[src/rtl/principal_scan_sequencer.sv]
`default_nettype none
// ============================================================================
// Module   : principal_scan_sequencer
// Brief    : Walks the lattice grid in principal order (left-to-right, then
//            top-to-bottom) once per start request. It issues one (hor, vert)
//            coordinate per unstalled cycle to the address mapper. Each issue
//            is also delayed by the fixed BRAM read latency, so collision
//            logic sees coordinates aligned with the returned data.
// Revision : 1.0 - initial release
// ============================================================================
module principal_scan_sequencer #(
  parameter  int HPIXELS    = 205,
  parameter  int VPIXELS    = 154,
  parameter  int RW_LATENCY = 3,
  localparam int HOR_SIZE   = $clog2(HPIXELS),
  localparam int VERT_SIZE  = $clog2(VPIXELS)
) (
  input  logic                 clk_in,
  input  logic                 rst_n_in,
  input  logic                 start_in,
  input  logic                 stall_in,
  output logic [HOR_SIZE-1:0]  hor_out,
  output logic [VERT_SIZE-1:0] vert_out,
  output logic                 valid_out,
  output logic [HOR_SIZE-1:0]  rd_hor_out,
  output logic [VERT_SIZE-1:0] rd_vert_out,
  output logic                 rd_valid_out,
  output logic                 busy_out,
  output logic                 done_out,
  output logic                 frame_parity_out
);

  // Last column/row, sized to the counters so the compares never depend on
  // the grid size being a power of two.
  localparam logic [HOR_SIZE-1:0]  c_HOR_LAST  = HOR_SIZE'(HPIXELS - 1);
  localparam logic [VERT_SIZE-1:0] c_VERT_LAST = VERT_SIZE'(VPIXELS - 1);

  typedef enum logic [1:0] {
    S_IDLE  = 2'd0,
    S_SCAN  = 2'd1,
    S_DRAIN = 2'd2,
    S_DONE  = 2'd3
  } state_t;

  state_t                 r_state;
  state_t                 w_state_next;

  // Next coordinate to issue.
  logic [HOR_SIZE-1:0]    r_hor;
  logic [VERT_SIZE-1:0]   r_vert;
  // Most recently issued coordinate. The issue port shows it while stalled.
  logic [HOR_SIZE-1:0]    r_hor_last;
  logic [VERT_SIZE-1:0]   r_vert_last;
  logic                   r_parity;

  logic                   w_issue;
  logic                   w_busy;
  logic                   w_done;
  logic                   w_load;
  logic                   w_at_last;
  logic                   w_rd_last;
  logic [HOR_SIZE-1:0]    w_hor_issue;
  logic [VERT_SIZE-1:0]   w_vert_issue;

  // Read-latency pipeline. Index 0 is the youngest stage.
  logic                   r_pipe_valid [RW_LATENCY];
  logic [HOR_SIZE-1:0]    r_pipe_hor   [RW_LATENCY];
  logic [VERT_SIZE-1:0]   r_pipe_vert  [RW_LATENCY];

  // Counter is sitting on the final cell of the frame.
  assign w_at_last = (r_hor == c_HOR_LAST) && (r_vert == c_VERT_LAST);

  // The final cell's read data is being delivered this cycle. Only one
  // issue per frame carries this coordinate, so it marks the end of drain.
  assign w_rd_last = r_pipe_valid[RW_LATENCY-1]
                  && (r_pipe_hor[RW_LATENCY-1]  == c_HOR_LAST)
                  && (r_pipe_vert[RW_LATENCY-1] == c_VERT_LAST);

  // State register.
  always_ff @(posedge clk_in or negedge rst_n_in) begin
    if (!rst_n_in) begin
      r_state <= S_IDLE;
    end else begin
      r_state <= w_state_next;
    end
  end

  // Next-state and per-state control outputs.
  always_comb begin
    w_state_next = r_state;
    w_issue      = 1'b0;
    w_busy       = 1'b1;
    w_done       = 1'b0;
    w_load       = 1'b0;
    case (r_state)
      S_IDLE: begin
        w_busy = 1'b0;
        if (start_in) begin
          w_load       = 1'b1;
          w_state_next = S_SCAN;
        end
      end
      S_SCAN: begin
        w_issue = !stall_in;
        if (!stall_in && w_at_last) begin
          w_state_next = S_DRAIN;
        end
      end
      S_DRAIN: begin
        if (w_rd_last) begin
          w_state_next = S_DONE;
        end
      end
      S_DONE: begin
        w_done       = 1'b1;
        w_state_next = S_IDLE;
      end
      default: begin
        w_state_next = S_IDLE;
      end
    endcase
  end

  // Raster counters: advance along the row, wrap to the next row at the end.
  always_ff @(posedge clk_in or negedge rst_n_in) begin
    if (!rst_n_in) begin
      r_hor  <= '0;
      r_vert <= '0;
    end else if (w_load) begin
      r_hor  <= '0;
      r_vert <= '0;
    end else if (w_issue) begin
      if (r_hor == c_HOR_LAST) begin
        r_hor  <= '0;
        r_vert <= (r_vert == c_VERT_LAST) ? '0 : r_vert + VERT_SIZE'(1);
      end else begin
        r_hor  <= r_hor + HOR_SIZE'(1);
      end
    end
  end

  // Remember the last issued coordinate so the port holds it across stalls.
  always_ff @(posedge clk_in or negedge rst_n_in) begin
    if (!rst_n_in) begin
      r_hor_last  <= '0;
      r_vert_last <= '0;
    end else if (w_issue) begin
      r_hor_last  <= r_hor;
      r_vert_last <= r_vert;
    end
  end

  // Ping-pong buffer select flips once per completed frame.
  always_ff @(posedge clk_in or negedge rst_n_in) begin
    if (!rst_n_in) begin
      r_parity <= 1'b0;
    end else if (w_done) begin
      r_parity <= ~r_parity;
    end
  end

  assign w_hor_issue  = w_issue ? r_hor  : r_hor_last;
  assign w_vert_issue = w_issue ? r_vert : r_vert_last;

  // Fixed-latency delay line. It shifts every cycle, stalled or not, because
  // the BRAM returns data a constant number of cycles after each address.
  always_ff @(posedge clk_in or negedge rst_n_in) begin
    if (!rst_n_in) begin
      for (int i = 0; i < RW_LATENCY; i++) begin
        r_pipe_valid[i] <= 1'b0;
        r_pipe_hor[i]   <= '0;
        r_pipe_vert[i]  <= '0;
      end
    end else begin
      r_pipe_valid[0] <= w_issue;
      r_pipe_hor[0]   <= w_hor_issue;
      r_pipe_vert[0]  <= w_vert_issue;
      for (int i = 1; i < RW_LATENCY; i++) begin
        r_pipe_valid[i] <= r_pipe_valid[i-1];
        r_pipe_hor[i]   <= r_pipe_hor[i-1];
        r_pipe_vert[i]  <= r_pipe_vert[i-1];
      end
    end
  end

  assign hor_out          = w_hor_issue;
  assign vert_out         = w_vert_issue;
  assign valid_out        = w_issue;
  assign rd_hor_out       = r_pipe_hor[RW_LATENCY-1];
  assign rd_vert_out      = r_pipe_vert[RW_LATENCY-1];
  assign rd_valid_out     = r_pipe_valid[RW_LATENCY-1];
  assign busy_out         = w_busy;
  assign done_out         = w_done;
  assign frame_parity_out = r_parity;

endmodule
`default_nettype wire

[config.mk]
export PLATFORM = sky130hd
export DESIGN_NAME = principal_scan_sequencer
export DESIGN_NICKNAME = d
export VERILOG_FILES = /design/src/rtl/principal_scan_sequencer.sv
export SDC_FILE = /design/constraint.sdc
export NUM_CORES = 1
export LEC_CHECK = 0
export CAP_MARGIN = 20
export CORE_MARGIN = 8
export CORE_UTILIZATION = 43
export CTS_BUF_LIST = sky130_fd_sc_hd__clkbuf_4
export CTS_CLUSTER_DIAMETER = 30
export CTS_CLUSTER_SIZE = 12
export DETAILED_ROUTE_END_ITERATION = 7
export PLACE_DENSITY_LB_ADDON = 0.05
export SYNTH_ARGS = -nofsm -noshare
export SYNTH_HDL_FRONTEND = slang
export SYNTH_SLANG_ARGS = --single-unit
[constraint.sdc]
create_clock -name clk_in -period 2.13 [get_ports clk_in]
set_input_delay 0.426 -clock clk_in [delete_from_list [all_inputs] [get_ports clk_in]]
set_output_delay 0.426 -clock clk_in [all_outputs]
set_load 0.05 [all_outputs]
# Word level (Yosys, flattened, before mapping)
# Cells that the tools add are included.
# totals
word_cells,54
in_bits,4
ff_bits,70
# op_classes
n_reduce_logical,10
eq_ne,10
add_sub_neg,2
n_mux,18
bitwise,1
# ops
operator,count
8-bit 2-to-1 mux,9
8-bit equality test (second input constant),4
8-bit by 1-bit adder with 8-bit output (second input constant),2
2-bit case mux with 4 select lines,1
2-bit 2-to-1 mux,3
2-bit inequality test (second input constant),3
1-bit 2-to-1 mux,5
2-bit equality test (second input constant),2
1-bit logical AND,4
2-bit nonzero test,2
3-bit AND reduction,1
2-bit by 1-bit equality test with 1-bit output (second input constant),1
2-bit logical NOT,1
2-bit AND reduction,1
1-bit logical NOT,1
1-bit inverter,1

# Depth between registers and ports, before layout
# Gate-level depths: netlist of run 1.
# logic_depth
ltp_word,5
depth_mapped,7
depth_no_buf,7

# Worst setup path after synthesis of run 1
# Ideal clock, no wire load.
# synth_timing
path_type,register to output
from,reg r_state[1]
to,out hor_out[0]
path_slack_ns,-0.399
stages_incl_launch_ff,6
t_arrival_ns,2.103
path_cell_list,dfrtp_1 -> inv_1 -> ha_1 -> nand2b_1 -> clkbuf_1 -> o21ai_0
# synth_between
elab_chain_cells,3
# synth_lines
element,line,rtl
from (decl),45,state_t r_state;
from (signal assigned),84,r_state <= w_state_next;
2-bit by 1-bit equality test with 1-bit output,95,case (r_state)
1-bit 2-to-1 mux,95,
8-bit 2-to-1 mux,--,
to (decl),22,"output logic [HOR_SIZE-1:0] hor_out,"
# Every way passes these cells.

# Final worst setup path of run 1
# layout_timing
from,reg r_state[1]
to,out vert_out[1]
# layout_between
elab_chain_cells,3
# layout_lines
element,line,rtl
2-bit by 1-bit equality test with 1-bit output,95,
1-bit 2-to-1 mux,95,
8-bit 2-to-1 mux,--,
to (decl),23,"output logic [VERT_SIZE-1:0] vert_out,"
# Every way passes these cells.

==> qor.csv, run 1 <==
metric,value,unit
Crit-path slowest cell,dfrtp_1,
Core Area,6241,µm²
post-layout min period,2.092,ns
critical path capture point type,primary output,
WHS,0.3533,ns
FF-to-FF setup slack,0.10,ns
root buffer cell,clkbuf_4,
dominant cells by area after synthesis,"dfrtp_1 (64%), nand2_1 (7.0%), buf_4 (4.4%)",
drt pass-1 iters,4,
final hold vios,0,
drc violations,0,
CTS Buffer Depth,2,
R2R depth,7,
All-Layer GR Usage,0.1363,
Die X,95.57,µm
max_cap viols,0,
initial antenna violation count,0,
DR vias,1850,
Worst-Margin Slew,0.5094,ns
post-synth cell types,34,
Cells after Synth,236,
global-route wire length before repair,9287,µm
Antenna Nets Post-Route,0,
Slew HR,0.6593,
H-tree Lvls,3,
fin cells,381,
layout cell share with drive strength beyond 1,0.3224,
pins over their slew limit,0,
I/O Buffers,40,
IO Pins,41,
Final Wtd Congestion,0.8053,
share of the synthesized area in the top cell type,0.6434,
WP data required,1.70,ns
Post-Syn Area,2723,µm²
row cnt,29,
"Clk pin slew, worst setup/hold paths",0.11,ns
total congestion overflow,0,
nets,312,
Worst EP arrival,1.67,ns
Area Overhead vs Synth,36.21,%
fin crit share,0.9821,
status,"complete, no violations",
Detail Placement HPWL,4056,µm
r2r endpoint,r_vert[6],
wire per inst,15.08,µm
fmax,478.0,MHz
fillcell total,548,
Power Density,1291,nW/µm²
total clock buffers created by CTS,9,
Critical Path Source,r_state[1],
RSZ-0062 raised after global routing,true,
final core utilization,0.5942,
syn_area_per_cell,11.54,µm²
Max VDD drop,0.7190,mV
Setup CP Type,flop to primary output,
DR iter-0 viols,73,
largest net degree at the start of global routing,36,
number of synthesized register bits,70,
CP cell instances,inv_2 -> ha_4 -> nand2b_4 -> buf_12 -> o21ai_2 -> buf_12,
TNS Setup,0,ns
Placed Instances,354,
clk sink count,70,
"Net Count, Synth",249,
antenna cells,0,
Initial Util,0.4362,
drt via density,4.856,
P_leak,1.825,nW
clock latency on the worst-skew pair,0.41,ns
DIE HEIGHT,95.57,µm
CTS tree,yes,
Reg-to-Reg Start,r_hor[0],
top cell type by total area after synthesis,dfrtp_1,
critical path peak fanout,22,
HP Class,flop to flop,
Critical Path Source Type,flop,
crit path to,vert_out[1],
CP max stage delay,0.41,ns
Syn. warnings,0,
Layout Skew,0.01107,ns
final setup fails,0,
"Top cell by count, worst path",buf_12,
vias in the first global route,1857,
"Seq/Total Area, Yosys",0.6434,
Die ar.,9134,µm²
total wire length,5745,µm
==> registers in the layout (all words and copies together) (netlist names) <==
signal and cells:
r_pipe_hor 16, r_hor 8, rd_vert_out 8, rd_hor_out 8, rd_valid_out 1, r_state 2
r_vert 8, r_pipe_vert 16, r_pipe_valid 2, frame_parity_out 1
==> layout by cell type (no fill, tap or decap), types with 6 or more instances in the layout <==
cell and instances:
buf_12 6, nand2_1 29, clkbuf_4 10, buf_8 10
inv_1 6, xor2_1 6, buf_6 6, nand2_2 20
buf_4 27, dfrtp_1 70, clkdlybuf4s50_1 20, o21ai_0 11
nor2_1 10, ha_1 8, nand3_1 10
==> routing by layer <==
layer  part of all wire  vias to the layer above  global-route usage
met3              0.054                        9             0.04094
met1               0.46                      882              0.1748
li1                   -                      915                   -
met5                  0                        -                   0
met4              0.017                        0             0.06914
met2               0.47                       44              0.2046
==> worst max-delay path, delay by kind of cell (launching register included) <==
| family | cells | cell delay [ns] |
|---|---|---|
| adder cells (fa/ha/maj) | 1 | 0.15 |
| buffers and inverters | 3 | 0.43 |
| flip-flops | 1 | 0.41 |
| AO/OA/AOI/OAI | 1 | 0.20 |
| AND/OR/NAND/NOR | 1 | 0.07 |
==> worst min-delay path by stage <==
| stage | start | endpoint | slack, ns | depth (start not counted) |
|---|---|---|---|---|
| floorplan | rst_n_in | frame_parity_out | 0.13 | 0 |
| global placement | r_pipe_vert[11] | rd_vert_out[3] | 0.33 | 0 |
| detailed placement | r_pipe_vert[14] | rd_vert_out[6] | 0.33 | 0 |
| CTS | r_pipe_vert[13] | rd_vert_out[5] | 0.35 | 0 |
| global route | r_pipe_vert[13] | rd_vert_out[5] | 0.35 | 0 |
| finish | r_pipe_vert[13] | rd_vert_out[5] | 0.35 | 0 |
==> layout make-up <==
cell class | count | area (µm²) | area share
Multi-Input combinational cell | 139 | 910.9 | 0.2456
Sequential cell | 70 | 1752 | 0.4723
Clock inverter | 6 | 86.33 | 0.02328
Timing Repair Buffer | 71 | 755.7 | 0.2038
Clock buffer | 10 | 75.07 | 0.02024
Tap cell | 77 | 96.34 | 0.02598
Inverter | 8 | 32.53 | 0.008772
==> report_power, final <==
group          switching (mW)  internal [mW]  leakage [nW]
clock network           0.459          0.488        0.0880
registers               0.164           1.59         0.949
logic                    1.25          0.838         0.789
total                    1.87           2.92          1.83
==> kinds of logic after synthesis <==
group | synth area share
AND/OR/NAND/NOR | 0.1595
flip-flops | 0.6434
AO/OA/AOI/OAI | 0.07307
buffers and inverters | 0.05928
adder cells (fa/ha/maj) | 0.04136
XOR/XNOR | 0.01930
multiplexers | 0.004136
==> cells in the mapped netlist, drive strengths merged <==
master	instances
inv	7
a21o	1
nor2	10
clkbuf	3
o31ai	5
o2bb2ai	1
nand4	4
o21ai	16
nor4bb	1
nand2	51
mux2	1
dfrtp	70
nor3b	1
or4	3
a31oi	1
o21a	1
nand4b	1
nand4bb	1
nand3	10
and4b	1
nand2b	3
xor2	6
and3	4
a21oi	3
clkinv	1
ha	9
o41ai	1
nor4	1
o211a	1
buf	16
o32a	1
or3	1
==> stage by stage <==
step / instance area, µm² / power (mW) / setup slack [ns]
2_1_floorplan: 2749 / 2.909 / -0.01305
4_1_cts: 3578 / 4.744 / 0.03290
3_3_place_gp: 3286 / 3.627 / -0.03286
3_5_place_dp: 3286 / 3.658 / -0.09089
6_report: 3709 / 4.787 / 0.03805
5_1_grt: 3709 / 5.044 / -0.03998
==> what timing repair did <==
item | 4_1_cts | 5_1_grt
resized for setup | 27 | 25
setup buffers | 2 | 7
endpoints found under the setup margin | 17 | 18
gates cloned | 1 | 0
hold buffers | 1 | 0
endpoints found under the hold margin | 16 | 0
pin swaps | 1 | 9
(Power assumes the default switching activity.)
==> run 2, diff against run 1 <==
--- a/config.mk
+++ b/config.mk
@@ -6,7 +6,7 @@
 export NUM_CORES = 1
 export LEC_CHECK = 0
 export CAP_MARGIN = 20
-export CORE_MARGIN = 8
+export CORE_MARGIN = 10
 export CORE_UTILIZATION = 43
 export CTS_BUF_LIST = sky130_fd_sc_hd__clkbuf_4
 export CTS_CLUSTER_DIAMETER = 30
==> run 2 against run 1 <==
Net effect: via count barely moved; global-route usage shrank 1.7 points; die area up 8.5%; non-clock buffer count is 6 lower; critical path depth grew 1; cell area down 0.20%; largest power group unchanged; largest cell class unchanged; clock skew rose by 0.0022 ns; hold slack improved by 0.0044 ns.
==> qor.csv, run 2 (synthesis gave the netlist of run 1 again) <==
metric,value,unit
Hold Path Origin,r_pipe_vert[13],
Max VDD drop,0.7857,mV
fin crit share,0.9784,
fmax,479.8,MHz
Power Density,1309,nW/µm²
max_cap viols,0,
vias in the first global route,1856,
Placed Instances,350,
fin cells,373,
post-layout min period,2.084,ns
Die X,99.57,µm
Final Wtd Congestion,0.7972,
global-route wire length before repair,9418,µm
HP Class,flop to flop,
P_leak,1.802,nW
total congestion overflow,0,
"commonest non-fill, non-tap cells in the layout","dfrtp_1 (70), nand2_1 (33), clkdlybuf4s50_1 (20), buf_4 (20), nand2_2 (16)",
wire per inst,15.25,µm
CTS tree,yes,
Die ar.,9914,µm²
Reg-to-Reg Start,r_hor[1],
largest net degree at the start of global routing,26,
Worst Hold Endpoint,rd_vert_out[5],
worst hold stages,0,
FF-to-FF setup slack,0.05,ns
TNS Setup,0,ns
final setup fails,0,
critical path capture point type,flop,
layout cell share with drive strength beyond 1,0.3054,
drt pass-1 iters,4,
IO Pins,41,
H-tree Lvls,3,
Power Total,4.845,mW
All-Layer GR Usage,0.1196,
Core Area,6026,µm²
Antenna Nets Post-Route,0,
DR vias,1851,
drt via density,4.962,
"Clk pin slew, worst setup/hold paths",0.11,ns
Detail Placement HPWL,4088,µm
biggest regs,"r_pipe_hor: 16 flops, r_pipe_vert: 16 flops",
row cnt,28,
CTS Buffer Depth,2,
Setup CP Type,flop to flop,
status,"complete, no violations",
RSZ-0062 raised after global routing,true,
clock latency on the worst-skew pair,0.41,ns
critical path peak fanout,5,
Initial Util,0.4518,
r2r endpoint,r_vert[6],
Worst-Margin Slew,0.5944,ns
R2R depth,7,
Worst EP arrival,2.44,ns
pins over their slew limit,0,
Layout Skew,0.01330,ns
I/O Buffers,40,
initial antenna violation count,0,
clk sink count,70,
nets,306,
total wire length,5687,µm
final hold vios,0,
DIE HEIGHT,99.57,µm
WP data required,2.48,ns
DR iter-0 viols,100,
antenna cells,0,
drc violations,0,
Critical Path Source Type,flop,
total clock buffers created by CTS,9,
root buffer cell,clkbuf_4,
Area Overhead vs Synth,35.94,%
"commonest non-fill, non-tap cell in the layout",dfrtp_1,
Slew HR,0.6037,
WHS,0.3577,ns
-- run 2: cell count changes in the layout (fill, tap and decap cells not counted), sizes merged --
cell / delta
buf: -7
bufbuf: +1
clkinv: -1
inv: +1
-- run 2: layout make-up --
cell class,instances,area (µm²)
Clock buffer,10,75.07
Clock inverter,6,95.09
Fill cell,484,2325
Inverter,8,32.53
Multi-Input combinational cell,139,913.4
Sequential cell,70,1752
Tap cell,75,93.84
Timing Repair Buffer,65,739.5
-- run 2: worst max-delay path, cell delays in order, from the launching register on --
cell	delay [ns]
dfrtp_1	0.42
inv_2	0.10
ha_1	0.15
nand3_1	0.07
or4_4	0.46
o21a_4	0.23
or4_1	0.50
nand3_1	0.10
-- run 2: worst max-delay path by stage --
stage	start	endpoint	slack, ns	depth (start not counted)
floorplan	r_state[1]	hor_out[0]	-0.01	5
global placement	stall_in	r_state[1]	-0.09	5
detailed placement	stall_in	r_state[1]	-0.09	5
CTS	r_state[1]	hor_out[1]	-0.007	6
global route	r_state[0]	hor_out[1]	-0.04	6
finish	r_hor[1]	r_vert[6]	0.05	7
-- run 2: through the flow --
| step | setup slack [ns] | instance area (µm²) | util |
|---|---|---|---|
| CTS | -0.007494 | 3578 | 0.5939 |
| floorplan | -0.01305 | 2749 | - |
| global route | -0.03778 | 3701 | 0.6142 |
| finish | 0.04595 | 3701 | 0.6142 |
| global placement | -0.08578 | 3268 | 0.5424 |
| detailed placement | -0.08535 | 3268 | 0.5424 |
-- run 2: what timing repair did --
action | 4_1_cts | 5_1_grt
hold buffers | 0 | 1
cloned | 1 | 0
pin swaps | 1 | 5
setup endpoints to repair | 17 | 21
hold endpoints to repair | 0 | 2
resized for setup | 26 | 26
setup buffers | 2 | 3
-- run 2: report_power, final --
| group | switching, mW | internal (mW) |
|---|---|---|
| registers | 0.153 | 1.59 |
| logic | 1.26 | 0.862 |
| clock network | 0.479 | 0.499 |
| total | 1.89 | 2.95 |
-- run 2: per-layer routing --
layer  global-route usage  share of wire
met3              0.05260          0.061
met4              0.04961          0.014
met2               0.1723           0.46
met5                    0              0
met1               0.1524           0.47
